## config.mk

```make
export PLATFORM = sky130hd
export DESIGN_NAME = itoh_tsujii_sequencer
export DESIGN_NICKNAME = d
export VERILOG_FILES = /design/src/rtl/itoh_tsujii_sequencer.sv
export SDC_FILE = /design/constraint.sdc
export NUM_CORES = 1
export LEC_CHECK = 0
export CAP_MARGIN = 15
export CORE_UTILIZATION = 40
export CTS_CLUSTER_DIAMETER = 120
export CTS_CLUSTER_SIZE = 40
export DETAILED_ROUTE_END_ITERATION = 12
export GPL_TIMING_DRIVEN = 0
export PLACE_DENSITY = 0.7
export SLEW_MARGIN = 10
export SYNTH_ARGS = -nofsm -noshare
export SYNTH_HDL_FRONTEND = slang
export SYNTH_SLANG_ARGS = --single-unit
```

## constraint.sdc

```tcl
create_clock -name clk -period 3.65 [get_ports clk]
set_clock_uncertainty 0.15 [all_clocks]
set_input_delay 0.365 -clock clk [delete_from_list [all_inputs] [get_ports clk]]
set_output_delay 0.365 -clock clk [all_outputs]
set_load 0.005 [all_outputs]
```

## src/rtl/itoh_tsujii_sequencer.sv

```systemverilog
// Itoh-Tsujii field-inversion sequencer: walks an addition-chain ROM, issuing squaring runs and multiplies.
// Optional busy-cycle counter on cycle_count is built when INV_CYCLE_COUNT_EN is defined.
module itoh_tsujii_sequencer #(
    parameter int          CHAIN_LEN = 11,
    parameter int          ADDR_W    = 4,
    parameter int          CNT_W     = 8,
    parameter logic [3:0]  SEL_IN    = 4'd6,
    parameter logic [3:0]  SEL_ACC   = 4'd7,
    parameter logic [3:0]  SEL_SQ    = 4'd1
) (
    input  logic              clk,
    input  logic              rst,
    input  logic              start,
    input  logic              done_primitive,
    input  logic [CNT_W:0]    rom_dout,
    output logic [ADDR_W-1:0] rom_addr,
    output logic [8:0]        control_group3,
    output logic              busy,
    output logic              done_inversion,
    output logic [15:0]       cycle_count
);

    typedef enum logic [2:0] {
        S_IDLE, S_LOAD, S_SQ, S_SQ_NEXT, S_LOAD2, S_MUL, S_FSQ, S_DONE
    } state_t;

    // One extra address bit lets CHAIN_LEN == 2**ADDR_W be detected after the visible address wraps.
    localparam logic [ADDR_W:0] END_ADDR = (ADDR_W + 1)'(CHAIN_LEN);

    state_t            r_state, w_state_nxt;
    logic [ADDR_W:0]   r_addr, w_addr_nxt;
    logic              r_first, w_first_nxt;
    logic [CNT_W-1:0]  r_count, w_count_nxt;
    logic              w_accept;
    logic [3:0]        w_base_sel;
    logic [1:0]        w_base_en;
    logic [1:0]        w_mode;
    logic              w_en_prim;
    logic              w_msel;
    logic [CNT_W-1:0]  w_rom_cnt;

    assign w_msel    = rom_dout[CNT_W];
    assign w_rom_cnt = rom_dout[CNT_W-1:0];
    assign w_accept  = start && ((r_state == S_IDLE) || (r_state == S_DONE));

    // NOTE: sequential state uses non-blocking assignments so every register samples pre-edge values.
    always_ff @(posedge clk) begin
        if (rst) begin
            r_state <= S_IDLE;
            r_addr  <= '0;
            r_first <= 1'b1;
            r_count <= '0;
        end else begin
            r_state <= w_state_nxt;
            r_addr  <= w_addr_nxt;
            r_first <= w_first_nxt;
            r_count <= w_count_nxt;
        end
    end

    // NOTE: every signal gets a default first so no path through the case leaves a latch.
    always_comb begin
        w_state_nxt = r_state;
        w_addr_nxt  = r_addr;
        w_first_nxt = r_first;
        w_count_nxt = r_count;
        case (r_state)
            S_IDLE, S_DONE: begin
                if (w_accept) begin
                    w_state_nxt = S_LOAD;
                    w_addr_nxt  = '0;
                    w_first_nxt = 1'b1;
                end
            end
            S_LOAD: begin
                w_count_nxt = w_rom_cnt;
                w_state_nxt = (w_rom_cnt == '0) ? S_LOAD2 : S_SQ;
            end
            S_SQ: begin
                if (done_primitive) w_state_nxt = S_SQ_NEXT;
            end
            S_SQ_NEXT: begin
                w_count_nxt = r_count - CNT_W'(1);
                w_state_nxt = (r_count == CNT_W'(1)) ? S_LOAD2 : S_SQ;
            end
            S_LOAD2: begin
                w_addr_nxt  = r_addr + (ADDR_W + 1)'(1);
                w_state_nxt = S_MUL;
            end
            S_MUL: begin
                w_first_nxt = 1'b0;
                if (done_primitive) w_state_nxt = (r_addr == END_ADDR) ? S_FSQ : S_LOAD;
            end
            S_FSQ: begin
                if (done_primitive) w_state_nxt = S_DONE;
            end
            default: w_state_nxt = S_IDLE;
        endcase
    end

    // Datapath control decode; mode 0 = multiply, 1 = square.
    always_comb begin
        w_base_sel = 4'd0;
        w_base_en  = 2'd0;
        w_mode     = 2'd0;
        w_en_prim  = 1'b0;
        case (r_state)
            S_LOAD: begin
                w_base_sel = r_first ? SEL_IN : SEL_ACC;
                w_base_en  = 2'd1;
            end
            S_SQ: begin
                w_base_sel = SEL_SQ;
                w_mode     = 2'd1;
                w_en_prim  = 1'b1;
            end
            S_SQ_NEXT: begin
                w_base_sel = SEL_SQ;
                w_base_en  = 2'd1;
                w_mode     = 2'd1;
            end
            S_LOAD2: begin
                w_base_sel = w_msel ? SEL_IN : SEL_ACC;
                w_base_en  = 2'd2;
            end
            S_MUL: begin
                w_base_sel = SEL_ACC;
                w_en_prim  = 1'b1;
            end
            S_FSQ: begin
                w_base_sel = SEL_ACC;
                w_mode     = 2'd1;
                w_en_prim  = 1'b1;
            end
            S_DONE: w_base_sel = SEL_SQ;
            default: ;
        endcase
    end

    assign control_group3 = {w_base_sel, w_base_en, w_mode, w_en_prim};
    assign rom_addr       = r_addr[ADDR_W-1:0];
    assign busy           = (r_state != S_IDLE) && (r_state != S_DONE);
    assign done_inversion = (r_state == S_DONE);

`ifdef INV_CYCLE_COUNT_EN
    logic [15:0] r_cycles;

    always_ff @(posedge clk) begin
        if (rst) begin
            r_cycles <= '0;
        end else if (w_accept) begin
            r_cycles <= '0;
        end else if (busy && (r_cycles != 16'hFFFF)) begin
            r_cycles <= r_cycles + 16'd1;
        end
    end

    assign cycle_count = r_cycles;
`else
    assign cycle_count = 16'd0;
`endif

endmodule

```

=== Word-level counts from Yosys, hierarchy flattened ===
Index checks and enable logic that the tools add are counted.

* Register bits after elaboration: 17
* Bits of input ports: 13
* Logic and storage cells: 57

* $add $sub $neg: 2
* Equality and inequality tests: 14
* Multiplexer cells: 19
* Reductions and logical operators: 18

{| class="wikitable"
|+ Operator list
! operator !! count
|-
| $mux 3 || 7
|-
| $pmux 3 s7 || 1
|-
| $pmux 8 s2 || 1
|-
| $eq 3x3->1 const B || 4
|-
| $pmux 3 s4 || 1
|-
| $pmux 5 s2 || 1
|-
| $reduce_or 3->1 || 3
|-
| $eq 8x1->1 const B || 1
|-
| $logic_not 8->1 || 1
|-
| $ne 2x2->1 const B || 4
|-
| $sub 8x1->8 const B || 1
|-
| $eq 3x2->1 const B || 2
|-
| $reduce_bool 2->1 || 3
|-
| $reduce_or 2->1 || 3
|-
| $add 5x1->5 const B || 1
|-
| $eq 5x4->1 const B || 1
|-
| $mux 1 || 5
|-
| $mux 5 || 1
|-
| $pmux 2 s2 || 1
|-
| $reduce_and 2->1 || 2
|-
| $reduce_and 4->1 || 1
|-
| $eq 3x1->1 const B || 1
|-
| $logic_not 3->1 || 1
|-
| $ne 3x3->1 const B || 1
|-
| other kinds (4) || 5
|}

=== Logic depth before layout (Yosys ltp) ===
* Word-level depth: 5
* Depth in mapped cells: 6
* Mapped depth without buffers: 6

=== Worst setup path before layout ===
No wires, ideal clock.

* Path type: reg2reg
* From: reg r_count[0]
* To: reg r_count[2]
* Library setup time: 0.130 ns
* Arrival: 1.226 ns
* Path slack: 2.144 ns
* Stages on the path, launching flop included: 7
* Buffers on the path: 0
* Path through: dfxtp_1 > inv_1 > ha_1 > nor2b_1 > mux2_2 > a22oi_1 > nor2_1

* Cells in the longest elaborated chain, start to end: 2

{| class="wikitable"
|+ Ends and longest elaborated chain
! element !! RTL line !! RTL
|-
| start, declared || 33 || <nowiki>logic [CNT_W-1:0] r_count, w_count_nxt;</nowiki>
|-
| start signal, assigned || 57 || <nowiki>r_count <= w_count_nxt;</nowiki>
|-
| $sub 8x1->8 || 83 || <nowiki>w_count_nxt = r_count - CNT_W'(1);</nowiki>
|-
| $pmux 8 s2 || 67 || <nowiki>case (r_state)</nowiki>
|}

Every way passes these cells.
A chain may end at the register's enable or synchronous reset.

=== Worst setup path after layout ===
* From: reg r_state[2]
* To: out control_group3[7]

* Cells in the longest elaborated chain, start to end: 3
* Elaborated cells on any way between the ends: 10
* Classes of those cells: 7 x eq/ne; 1 x mux; 2 x reduce/logical

{| class="wikitable"
|+ Ends and longest elaborated chain
! element !! RTL line !! RTL
|-
| start, declared || 30 || <nowiki>state_t r_state, w_state_nxt;</nowiki>
|-
| start signal, assigned || 54 || <nowiki>r_state <= w_state_nxt;</nowiki>
|-
| $eq 3x3->1 or $eq 3x2->1 (tied branches) || 107 || <nowiki>case (r_state)</nowiki>
|-
| $reduce_or 3->1 (no source line) or $reduce_or 2->1 (tied branches) || -- ||
|-
| $pmux 3 s4 (*) || 107 ||
|-
| end, declared || 17 || <nowiki>output logic [8:0] control_group3,</nowiki>
|}

Mark *: on every way between the ends. The rest lies on a longest branch, timed or not.

==> flow_summary.json <==
{
  "cp_max_fo": 10,
  "p_int_mw": 0.3395,
  "syn_area_per_cell_um2": 7.612,
  "period_needed_ns": 2.454,
  "ys_top_cells_by_area": "dfxtp_1 25%, buf_4 14%, nor2_1 6.1%",
  "reg2reg_slack_ns": 1.98,
  "grt.busiest_layer": "met1",
  "maxSlewViolCount": 0,
  "post_cts_buffers": 0,
  "cts_buffers": 3,
  "critical_path_class": "reg -> out",
  "ys_ff_latch": 17,
  "drtPass1Iterations": 4,
  "area_delta_synth_final_pct": 29.11,
  "ant_nets": 0,
  "groute.usage.overall_pct": 19.19,
  "power.switching_mw": 0.1854,
  "synth_top_flop_cell": "dfxtp_1",
  "rows": 20,
  "dpl.hpwl_um": 2358,
  "worstPathArrival_ns": 1.94,
  "die_area_um2": 3644,
  "worst_pin_slew_ns": 0.5651,
  "grt_max_degree": 11,
  "grt_pass1_vias": 1098,
  "hp-class": "reg -> reg",
  "cts_max_level": 1,
  "final_area_um2": 1759,
  "start_util_pct": 43.21,
  "min_from": "r_count[6]",
  "vias_per_cell": 4.993,
  "p_clk_share_pct": 21.1,
  "routed_wl_um": 3139,
  "yosysTopAreaCellShare_pct": 24.98,
  "coreArea_um2": 3153,
  "hold_end": "r_count[6]",
  "netlist.top_cell.by_area": "dfxtp_1",
  "drive_above_1_share_pct": 20.44,
  "p_leak_nw": 0.7512,
  "reg2reg_from": "r_addr[0]",
  "cts_num_sinks": 17,
  "use_met3_pct": 2.132,
  "power_frac_comb_pct": 38.4,
  "die_w_um": 60.37,
  "rsz0062_at_grt": "false",
  "diodes": 0,
  "cts_root_buffer": "clkbuf_4",
  "num_vias": 1343,
  "gp_routability_congestion": 0.8833,
  "use_met1_pct": 28.68,
  "hold_violations": 0,
  "setup_tns_ns": 0,
  "cts_tree": "done",
  "p_seq_share_pct": 40.5,
  "syn_inst": 179,
  "clk_path_buf_depth": 2,
  "min_period_over_period_pct": 67.23,
  "nets": 242,
  "clk_latency_ns": 0.31,
  "ys_types": 46,
  "post-route-util_pct": 55.79,
  "drt_iter0_drc": 75,
  "cp.required_ns": 3.13,
  "critPathLaunchType": "flip-flop",
  "grt_pass1_wl_um": 5168,
  "fmax_mhz": 407.5,
  "drc_errors": 0,
  "yosysSeqAreaShare_pct": 24.98,
  "hold_buffers": 0,
  "ys_async_sr_fraction_pct": 0,
  "wl_per_cell_um": 11.67,
  "p_per_area_nw_per_um2": 298.4,
  "synth_most_common_cell": "buf_4",
  "reg2reg_to": "r_state[1]",
  "setup_viol": 0,
  "clkTransAtPathRegs_ns": 0.11,
  "cap_violations": 0,
  "hold_depth": 2,
  "grt.overflow.total": 0,
  "synth_edf_count": 0,
  "end_kind": "primary output",
  "vdd.ir_drop.worst_mv": 0.1293,
  "hold_ws_ns": 0.3683,
  "synthTopCellsByCount": "26 x buf_4, 22 x nor2_1, 17 x dfxtp_1",
  "yosys_warnings": 0,
  "cts-resized-gates": 0,
  "gr-usage-met2_pct": 26.22,
  "outcome": "completed",
  "antenna_found_initial": 0,
  "die_h_um": 60.37,
  "switching_share_pct": 35.32,
  "reg2regPathDepth": 5,
  "io_buffers": 25,
  "maxSlewHeadroom_pct": 62.33,
  "io_pins": 44,
  "postPlaceCellArea_um2": 1732,
  "syn_area_um2": 1363
}
## area by class of cell
type / instances / area, um^2
Multi-Input combinational cell: 138 / 818.3
Clock buffer: 3 / 22.52
Fill cell: 323 / 1394
Buffer: 33 / 237.7
Timing Repair Buffer: 25 / 250.2
Clock inverter: 1 / 5.005
Inverter: 8 / 30.03
Tap cell: 44 / 55.05
Sequential cell: 17 / 340.3
## critical path, stage by stage (launching register included)
cell and delay [ns]:
dfxtp_1 0.40, buf_2 0.22, buf_2 0.23, o21a_1 0.18
buf_4 0.11, clkdlybuf4s50_1 0.49
## power by group through the flow
stage | registers (mW) | logic (mW) | clock network (mW)
2_1_floorplan | 0.214 | 0.138 | 0
3_3_place_gp | 0.217 | 0.198 | 0
3_5_place_dp | 0.217 | 0.199 | 0
4_1_cts | 0.213 | 0.200 | 0.116
5_1_grt | 0.215 | 0.224 | 0.120
6_report | 0.213 | 0.202 | 0.111
## flip-flops by register name, indices dropped and copies added (netlist names)
signal	flops
r_addr	5
r_count	8
r_first	1
r_state	3
## kinds of logic (layout without fill, tap and decap cells)
kind of cell               after synthesis  after routing  synth area share (%)
DFF                                     17             17                 24.98
muxes                                    1              1                0.8264
and+or+nand+nor                         60             60                 23.51
AOI/OAI and AO/OA                       52             52                 25.44
other                                    1             18                0.2752
xor gates and xnor gates                 4              4                 2.572
buffers and inverters                   41             70                 19.65
adders and majority gates                3              3                 2.755
## routing by layer
| layer | share of wire, % | vias up |
|---|---|---|
| met4 | 2.3 | 0 |
| met5 | 0 | - |
| met1 | 49 | 612 |
| met3 | 4.8 | 5 |
| met2 | 44 | 43 |
| li1 | - | 683 |
## placed cells by master, fill, tap and decap left out, drive strengths merged, types with 2 or more instances in the layout
cell	n
buf	31
clkdlybuf4s50	25
nor2	23
conb	18
dfxtp	17
a21oi	15
nand2	14
o21ai	13
inv	7
a211oi	6
nor2b	5
clkbuf	5
nor3	4
xor2	3
ha	3
nor4	3
o21a	2
and3	2
nand3	2
a311oi	2
o41ai	2
a31oi	2
o221a	2
nand4	2
clkinv	2
## worst max path at each step
stage | slack, ns | cells past startpoint | startpoint | end
after floorplan | 2.14 | 6 | r_count[0] | r_count[2]
after global placement | 1.58 | 5 | r_state[2] | control_group3[7]
after detailed placement | 1.56 | 5 | r_state[2] | control_group3[7]
after CTS | 1.19 | 5 | r_state[2] | control_group3[7]
after global routing | 1.05 | 5 | r_state[2] | control_group3[5]
final | 1.20 | 5 | r_state[2] | control_group3[7]
## per-stage QoR
step / power (mW) / setup slack [ns] / std cells
CTS: 0.5290 / 1.191 / 269
finish: 0.5250 / 1.196 / 269
detailed placement: 0.4160 / 1.563 / 265
floorplan: 0.3519 / 2.144 / 196
global placement: 0.4149 / 1.580 / 265
global route: 0.5595 / 1.049 / 269
No activity file was read; power rests on OpenSTA's default activity.
